File: config.mk
export PLATFORM = sky130hd
export DESIGN_NAME = hash_key_loader
export DESIGN_NICKNAME = d
export VERILOG_FILES = /design/src/rtl/hash_key_loader.sv
export SDC_FILE = /design/constraint.sdc
export NUM_CORES = 1
export LEC_CHECK = 0
export CAP_MARGIN = 20
export CORE_MARGIN = 2
export CORE_UTILIZATION = 40
export CTS_CLUSTER_DIAMETER = 150
export DETAILED_ROUTE_END_ITERATION = 8
export PLACE_DENSITY = 0.63
export SLEW_MARGIN = 20
export SYNTH_ARGS = -nofsm -noshare
export SYNTH_HDL_FRONTEND = slang
export SYNTH_SLANG_ARGS = --single-unit
File: constraint.sdc
create_clock -name CLK -period 5.75 [get_ports CLK]
set_input_delay 0.8625 -clock CLK [delete_from_list [all_inputs] [get_ports CLK]]
set_output_delay 0.8625 -clock CLK [all_outputs]
set_load 0.01 [all_outputs]
File: src/rtl/hash_key_loader.sv
// Key loader for the Jenkins hash pipeline: packs a byte-serial memcache key into
// 12-byte little-endian blocks tagged with the bytes remaining, and checks framing.
module hash_key_loader #(
  parameter int unsigned MAX_KEY_LEN = 250
) (
  input  logic        CLK,
  input  logic        RST,
  input  logic        len_valid,
  output logic        len_ready,
  input  logic [7:0]  len_in,
  input  logic        in_valid,
  output logic        in_ready,
  input  logic [7:0]  in_data,
  input  logic        in_last,
  output logic        out_valid,
  input  logic        out_ready,
  output logic [31:0] k0,
  output logic [31:0] k1,
  output logic [31:0] k2,
  output logic [7:0]  out_rem,
  output logic        out_first,
  output logic        out_last,
  output logic [7:0]  key_length,
  output logic        err
);

  localparam logic [7:0] MAX_LEN   = 8'(MAX_KEY_LEN);
  localparam logic [7:0] BLK_BYTES = 8'd12;

  typedef enum logic [1:0] {IDLE, FILL, EMIT, DRAIN} state_t;

  state_t      state, next_state;
  logic [95:0] blk;
  logic [7:0]  rem;
  logic [7:0]  count;
  logic [7:0]  key_len_q;
  logic [3:0]  lane;
  logic        first_q;
  logic        last_q;
  logic        err_q;

  logic        len_fire;
  logic        byte_fire;
  logic        blk_accept;
  logic        err_set;
  logic [7:0]  count_nxt;
  logic [7:0]  rem_nxt;
  logic        at_len;

  assign count_nxt = count + 8'd1;
  assign rem_nxt   = rem - BLK_BYTES;
  assign at_len    = (count_nxt == key_len_q);

  always_ff @(posedge CLK) begin
    if (RST) state <= IDLE;
    else     state <= next_state;
  end

  always_comb begin
    // NOTE: every output of this block gets a default first so no path infers a latch.
    next_state = state;
    len_ready  = 1'b0;
    in_ready   = 1'b0;
    out_valid  = 1'b0;
    err_set    = 1'b0;
    unique case (state)
      IDLE: begin
        len_ready = 1'b1;
        if (len_valid) begin
          if (len_in > MAX_LEN) begin
            err_set    = 1'b1;
            next_state = DRAIN;
          end else if (len_in == 8'd0) begin
            next_state = EMIT;
          end else begin
            next_state = FILL;
          end
        end
      end
      FILL: begin
        in_ready = 1'b1;
        if (in_valid) begin
          // Early in_last returns to IDLE; a missing in_last must drain to the real end.
          if (in_last && !at_len) begin
            err_set    = 1'b1;
            next_state = IDLE;
          end else if (at_len && !in_last) begin
            err_set    = 1'b1;
            next_state = DRAIN;
          end else if (at_len || lane == 4'd11) begin
            next_state = EMIT;
          end
        end
      end
      EMIT: begin
        out_valid = 1'b1;
        if (out_ready) next_state = last_q ? IDLE : FILL;
      end
      DRAIN: begin
        in_ready = 1'b1;
        if (in_valid && in_last) next_state = IDLE;
      end
      default: next_state = IDLE;
    endcase
    if (RST) begin
      len_ready  = 1'b0;
      in_ready   = 1'b0;
      out_valid  = 1'b0;
      err_set    = 1'b0;
      next_state = IDLE;
    end
  end

  assign len_fire   = len_ready && len_valid;
  assign byte_fire  = in_ready && in_valid && (state == FILL);
  assign blk_accept = out_valid && out_ready;

  always_ff @(posedge CLK) begin
    if (RST) begin
      blk       <= '0;
      rem       <= '0;
      count     <= '0;
      key_len_q <= '0;
      lane      <= '0;
      first_q   <= 1'b0;
      last_q    <= 1'b0;
      err_q     <= 1'b0;
    end else begin
      // NOTE: non-blocking assignments keep every register update on the same edge view.
      err_q <= err_set;
      if (len_fire) begin
        key_len_q <= len_in;
        rem       <= len_in;
        first_q   <= 1'b1;
        last_q    <= (len_in <= BLK_BYTES);
        blk       <= '0;
        lane      <= '0;
        count     <= '0;
      end
      if (byte_fire) begin
        blk[{lane, 3'b000} +: 8] <= in_data;
        lane                     <= lane + 4'd1;
        count                    <= count_nxt;
      end
      if (blk_accept && !last_q) begin
        rem     <= rem_nxt;
        first_q <= 1'b0;
        last_q  <= (rem_nxt <= BLK_BYTES);
        blk     <= '0;
        lane    <= '0;
      end
    end
  end

  assign k0         = blk[31:0];
  assign k1         = blk[63:32];
  assign k2         = blk[95:64];
  assign out_rem    = rem;
  assign out_first  = first_q;
  assign out_last   = last_q;
  assign key_length = key_len_q;
  assign err        = err_q;

endmodule

==> results of run 1 <==
[metrics by stage]
step                      setup slack [ps]  hold slack, ps  instance area (sq um)
final                                 1830             468                   7870
after global routing                  1590             483                   7870
after floorplan                       3430             488                   5960
after global placement                1720             454                   7270
after CTS                             1820             468                   7870
after detailed placement              1550             460                   7270
[final cells by class]
type                    instances  area, sq um  share of cell area, %
well taps                     184          230                   2.92
clock buffers                  20          467                   5.93
clock inverters                12          131                   1.67
inverters                      11         41.3                  0.524
flip-flops and latches        129         2580                   32.8
repair buffers                140         1400                   17.8
multi-input cells             534         3020                   38.4
[sequential cells by signal, summed over array words and instances (netlist names)]
register and count:
lane 4, out_rem 8, err 1, state 2
count 8, out_last 1, key_length 8, out_first 1
blk 96
[synth_stat cells (7+ instances only)]
master,count,area share (%)
sky130_fd_sc_hd__clkbuf_1,23,1.4
sky130_fd_sc_hd__nor2_1,30,1.9
sky130_fd_sc_hd__inv_1,11,0.69
sky130_fd_sc_hd__nor2b_1,7,0.73
sky130_fd_sc_hd__nand2_1,70,4.4
sky130_fd_sc_hd__xnor2_1,8,1.2
sky130_fd_sc_hd__and2_1,7,0.73
sky130_fd_sc_hd__o211ai_1,19,2.4
sky130_fd_sc_hd__dfxtp_1,129,43
sky130_fd_sc_hd__a21oi_1,117,9.8
sky130_fd_sc_hd__nor3_1,10,0.84
sky130_fd_sc_hd__buf_4,12,1.5
sky130_fd_sc_hd__buf_2,22,1.8
sky130_fd_sc_hd__nand3_1,147,12
sky130_fd_sc_hd__a22o_1,9,1.3
sky130_fd_sc_hd__o21ai_0,17,1.4
sky130_fd_sc_hd__ha_1,9,1.9
[cells by family after synthesis]
logic type | after synthesis
flip-flops | 129
AO/OA/AOI/OAI | 195
adder cells (fa/ha/maj) | 9
buffers and inverters | 74
AND/OR/NAND/NOR | 319
XOR/XNOR | 11
[layer usage]
layer / wire [um] / up-vias / part of all wire (%) / global-route usage, %
met5: 0 / - / 0 / 0
met4: 369 / 0 / 2.0 / 8.14
met3: 1340 / 37 / 7.3 / 5.56
met2: 8380 / 249 / 45 / 34.3
met1: 8380 / 2842 / 45 / 32.4
li1: - / 2836 / - / -
[path summary, 6_finish.rpt]
path,startpoint,end,slack [ps],cells past startpoint
worst min-delay path,blk[90],blk[90],470,2
worst min register to register,blk[90],blk[90],470,2
worst max-delay path,RST,len_ready,1830,3
worst max register to register,lane[0],blk[37],2800,8
[worst min-delay path: cells and delay by family (launching register included)]
| family | cells | cell delay, ps |
|---|---|---|
| compound gates | 1 | 60 |
| simple gates | 1 | 60 |
| flops | 1 | 310 |
[power by group through the flow]
| stage | clock, mW | combinational, mW | sequential (mW) |
|---|---|---|---|
| 2_1_floorplan | 0 | 0.137 | 0.952 |
| 3_3_place_gp | 0 | 0.219 | 0.955 |
| 3_5_place_dp | 0 | 0.221 | 0.956 |
| 4_1_cts | 1.08 | 0.223 | 0.936 |
| 5_1_grt | 1.13 | 0.244 | 0.940 |
| 6_report | 1.08 | 0.224 | 0.937 |
==> flow_summary.json, run 1 <==
{
  "maxSlewViolCount": 0,
  "cts-root-buf": "sky130_fd_sc_hd__clkbuf_16",
  "totalPowerFinal_mw": 2.24,
  "crit_chain": "clkdlybuf4s50_1, nor3_1, clkdlybuf4s50_1",
  "final_nets": 864,
  "rsz0062_at_grt": "no",
  "first_pass_grt_wire_length_um": 29400,
  "ctsHoldBuffers": 0,
  "synth_adder_area_share_pct": 1.89,
  "number_of_fillers_in_the_final_layout": 1350,
  "cp_slowest_stage_delay_ps": 890,
  "post-route-period-util_pct": 68.1,
  "finalSetupViolCount": 0,
  "crit_family": "buffers and inverters",
  "layout-area-overhead-vs-synth_pct": 32.0,
  "synth_async_sr_flop_share_pct": 0,
  "fin_skew_ps": 6.43,
  "rows": 44,
  "worst_slew_margin_rel_pct": 25.4,
  "synth-seq-cells": 129,
  "yosys_warnings": 0,
  "critPathMaxFanout": 24,
  "synth_top_family_by_area": "simple AND/OR/NAND/NOR gates",
  "grt_start_max_net_pins": 102,
  "cts_htree_levels": 4,
  "floorplan.die_area_sq_um": 15900,
  "via_count": 5964,
  "post_route_wl_um": 18500,
  "layout_commonest_cell": "sky130_fd_sc_hd__nand3_1",
  "dr.first_iter.drc_count": 606,
  "synthSimpleGateAreaFrac_pct": 27.5,
  "vdd_drop_max_mv": 0.175,
  "yosysSeqAreaShare_pct": 43.3,
  "yosysUniqueCellTypes": 58,
  "clock_tree_from_tritoncts": "built",
  "route.antenna.remaining_nets": 0,
  "post_cts.resized_instances": 0,
  "startpoint_type": "primary input",
  "fp.dieW_um": 126,
  "critPathSlowestCell": "sky130_fd_sc_hd__clkdlybuf4s50_1",
  "cellPowerDensity_nw_per_um2": 284,
  "final_routed_drc_violation_total": 0,
  "clock_latency_ps": 420,
  "average_footprint_of_a_synthesized_cell_sq_um": 8.09,
  "std_cell_core_area_sq_um": 14500,
  "combinationalPowerShare_pct": 10.0,
  "setup.worst_path.class": "primary input to output port",
  "synth_compound_gate_area_share_pct": 19.3,
  "sw_frac_of_total_pct": 25.5,
  "clock.fmax_mhz": 255,
  "final.setup.tns_ps": 0,
  "cell_total_after_placement": 998,
  "share_clk_of_total_power_pct": 48.1,
  "grt_pass1_vias": 5494,
  "instances_no_fill": 1030,
  "postSynthCellCount": 737,
  "fraction_of_layout_cells_with_a_size_suffix_above_1_pct": 6.26,
  "start_util_pct": 41.0,
  "gr-usage-all-layers_pct": 23.0,
  "detail_route.wl_per_cell_um": 17.9,
  "cts_sinks": 129,
  "dpl.hpwl_um": 12400,
  "crit_arrival_ps": 3050,
  "floorplan.die.height_um": 126,
  "firstDrtPassIters": 5,
  "synth-edff-count": 0,
  "layout.cells.most_common_list": "sky130_fd_sc_hd__nand3_1 (147), sky130_fd_sc_hd__clkdlybuf4s50_1 (139), sky130_fd_sc_hd__dfxtp_1 (129)",
  "max-clock-path-buffers": 2,
  "timing.final.hold_violations": 0,
  "postCtsSetupBuffers": 0,
  "cp_data_required_time_ps": 4890,
  "worst_setup_path_end_kind": "output port",
  "clk_pin_slew_worst_paths_ps": 60,
  "post-route-util_pct": 54.2,
  "muxShareOfSynthArea_pct": 0,
  "leakage_nw": 2.54,
  "syn_area_sq_um": 5960,
  "post-route-min-period_ps": 3920,
  "least_margin_pin_slew_ps": 1120,
  "internal-power_mw": 1.67,
  "outcome": "finished clean",
  "cp_common_cell": "sky130_fd_sc_hd__clkdlybuf4s50_1",
  "syn_nets": 768,
  "cts_made_buffers": 17,
  "antenna_found_initial": 0,
  "grt-ovfl-total": 0,
  "max_cap_check_violation_count": 0,
  "gpl.final_weighted_congestion": 0.902,
  "io-pin-count": 140,
  "detail_route.vias_per_cell": 5.79,
  "net-switching-power_uw": 571,
  "min-delay-path-class": "register to register",
  "synth_flop_cell": "sky130_fd_sc_hd__dfxtp_1",
  "power.sequential.fraction_pct": 41.9,
  "io_buffers": 139,
  "crit_buf_inv": 2,
  "antenna_cells": 0,
  "yosys.area_share.xor_xnor_pct": 1.74
}
(Power assumes the default switching activity.)
==> run 2, diff against run 1 <==
==> constraint.sdc (replaced) <==
create_clock -name CLK -period 3.9 [get_ports CLK]
set_input_delay 0.585 -clock CLK [delete_from_list [all_inputs] [get_ports CLK]]
set_output_delay 0.585 -clock CLK [all_outputs]
set_load 0.01 [all_outputs]
==> run 2 against run 1 <==
  * Die area is the same
  * Combinational power grew 51%
  * Global-route usage shrank 0.25 points
  * Total power grew 46%
  * Wire length shrank 1.5%
  * Final cell count grew 0.58%
  * Register-to-register slack lost 1700 ps
  * Highest routed layer unchanged
==> flow_summary.json, run 2 (synthesis results as in run 1) <==
{
  "clock_latency_ps": 420,
  "cts_sinks": 129,
  "least_margin_pin_slew_ps": 848,
  "clock_tree_from_tritoncts": "built",
  "wl_met3_um": 1310,
  "worst_setup_path_endpoint": "out_valid",
  "leakage_nw": 2.59,
  "final.setup.worst_slack_ps": 855,
  "met2RoutedLength_um": 8400,
  "final.setup.tns_ps": 0,
  "fraction_of_layout_cells_with_a_size_suffix_above_1_pct": 6.69,
  "crit_arrival_ps": 2460,
  "rows": 44,
  "firstDrtPassIters": 5,
  "r2r_slack_ps": 1050,
  "gr-usage-all-layers_pct": 22.7,
  "dr.first_iter.drc_count": 594,
  "antenna_found_initial": 0,
  "layout_commonest_cell": "sky130_fd_sc_hd__nand3_1",
  "timing.final.hold_violations": 0,
  "ctsHoldBuffers": 0,
  "crit_cells": 4,
  "worst_slew_margin_rel_pct": 43.3,
  "crit_chain": "clkdlybuf4s50_1, buf_4, nor3b_2, clkdlybuf4s50_1",
  "finalSetupViolCount": 0,
  "cp_slowest_stage_delay_ps": 690,
  "rsz0062_at_grt": "no",
  "first_pass_grt_wire_length_um": 29100,
  "setup.worst_path.class": "primary input to output port",
  "post-route-min-period_ps": 3050,
  "gpl.final_weighted_congestion": 0.838,
  "fin_skew_ps": 7.32,
  "post_route_wl_um": 18200,
  "highest_layer": "met4",
  "start_util_pct": 41.0,
  "min-delay-path-class": "register to register",
  "io-pin-count": 140,
  "worst_setup_path_end_kind": "output port",
  "max-clock-path-buffers": 2,
  "clock.fmax_mhz": 328,
  "clk_pin_slew_worst_paths_ps": 50,
  "startpoint_type": "primary input",
  "detail_route.wl_per_cell_um": 17.6,
  "post_cts.resized_instances": 0,
  "outcome": "finished clean",
  "critPathSlowestCell": "sky130_fd_sc_hd__clkdlybuf4s50_1",
  "layout.cells.most_common_list": "sky130_fd_sc_hd__nand3_1 (147), sky130_fd_sc_hd__clkdlybuf4s50_1 (139), sky130_fd_sc_hd__dfxtp_1 (129)",
  "crit_buf_inv": 3,
  "grt-ovfl-total": 0,
  "layout-area-overhead-vs-synth_pct": 33.2,
  "maxSlewViolCount": 0,
  "final_nets": 872,
  "detail_route.vias_per_cell": 5.78,
  "vdd_drop_max_mv": 0.260,
  "dpl.hpwl_um": 12400,
  "critPathMaxFanout": 14,
  "totalPowerFinal_mw": 3.28,
  "cellPowerDensity_nw_per_um2": 413,
  "io_buffers": 139,
  "cp_common_cell": "sky130_fd_sc_hd__clkdlybuf4s50_1",
  "place_ws_ps": 775,
  "floorplan.die_area_sq_um": 15900,
  "floorplan.die.height_um": 126,
  "std_cell_core_area_sq_um": 14500,
  "crit_family": "buffers and inverters",
  "post-route-period-util_pct": 78.1,
  "setup.worst_path.start": "RST",
  "max_cap_check_violation_count": 0,
  "cp_data_required_time_ps": 3310,
  "grt_start_max_net_pins": 57,
  "grt_pass1_vias": 5543,
  "cts_htree_levels": 4,
  "final_routed_drc_violation_total": 0,
  "antenna_cells": 0,
  "cts_made_buffers": 17,
  "largest_reg_flops": 96,
  "postCtsSetupBuffers": 0,
  "reg2reg_depth": 11,
  "via_count": 5992,
  "worst_r2r_endpoint": "state[0]",
  "route.antenna.remaining_nets": 0,
  "rr_startpoint": "count[0]",
  "regMostFlops": "blk",
  "cts-root-buf": "sky130_fd_sc_hd__clkbuf_16",
  "final.hold.worst_slack_ps": 467,
  "m1WireLength_um": 8190,
  "fp.dieW_um": 126
}
run 2: changes by cell type in the layout (fill, tap and decap cells not counted):
cell / before / now
sky130_fd_sc_hd__and2_1: 8 / 7
sky130_fd_sc_hd__buf_4: 1 / 7
sky130_fd_sc_hd__clkinv_2: 2 / 1
sky130_fd_sc_hd__and2_0: 0 / 1
sky130_fd_sc_hd__clkinvlp_4: 7 / 3
sky130_fd_sc_hd__clkinv_4: 0 / 1
sky130_fd_sc_hd__clkbuf_1: 0 / 2
sky130_fd_sc_hd__buf_12: 0 / 2
run 2: where the power goes:
group,internal (mW),switching (mW)
Sequential,1.34,0.0363
Clock,0.985,0.572
Combinational,0.133,0.205
Total,2.46,0.813
run 2: per-layer routing:
metal  vias to the layer above  global-route usage [%]
li1                       2848                       -
met1                      2855                    31.1
met2                       260                    34.9
met3                        29                    5.90
met4                         0                    8.08
met5                         -                       0
run 2: through the flow:
stage,instances,area [sq um],utilization [%]
2_1_floorplan,737,5960,-
3_3_place_gp,1006,7360,50.6
3_5_place_dp,1006,7360,50.6
4_1_cts,1036,7940,54.6
5_1_grt,1036,7940,54.6
6_report,1036,7940,54.6
run 2: final cells by class:
| class | count | area (sq um) |
|---|---|---|
| clock inverter | 8 | 105 |
| multi-input combinational | 534 | 3020 |
| timing repair buffer | 148 | 1480 |
| clock buffer | 22 | 474 |
| inverter | 11 | 41.3 |
| tap | 184 | 230 |
| sequential | 129 | 2580 |
| fill | 1343 | 6600 |
run 2: worst min path at each step:
stage	from	end	slack, ps	cells after the start
after CTS	blk[94]	blk[94]	470	2
final	blk[36]	blk[36]	470	2
after global placement	blk[73]	blk[73]	460	2
after detailed placement	out_first	out_first	460	2
after global routing	blk[71]	blk[71]	490	2
after floorplan	out_first	out_first	490	2
run 2: worst register-to-register path, delay by kind of cell, from the launching register on:
| family | cells | cell delay, ps |
|---|---|---|
| AO/OA/AOI/OAI | 5 | 870 |
| AND/OR/NAND/NOR | 3 | 710 |
| adder cells (fa/ha/maj) | 2 | 670 |
| flip-flops | 1 | 450 |
| buffers and inverters | 1 | 60 |
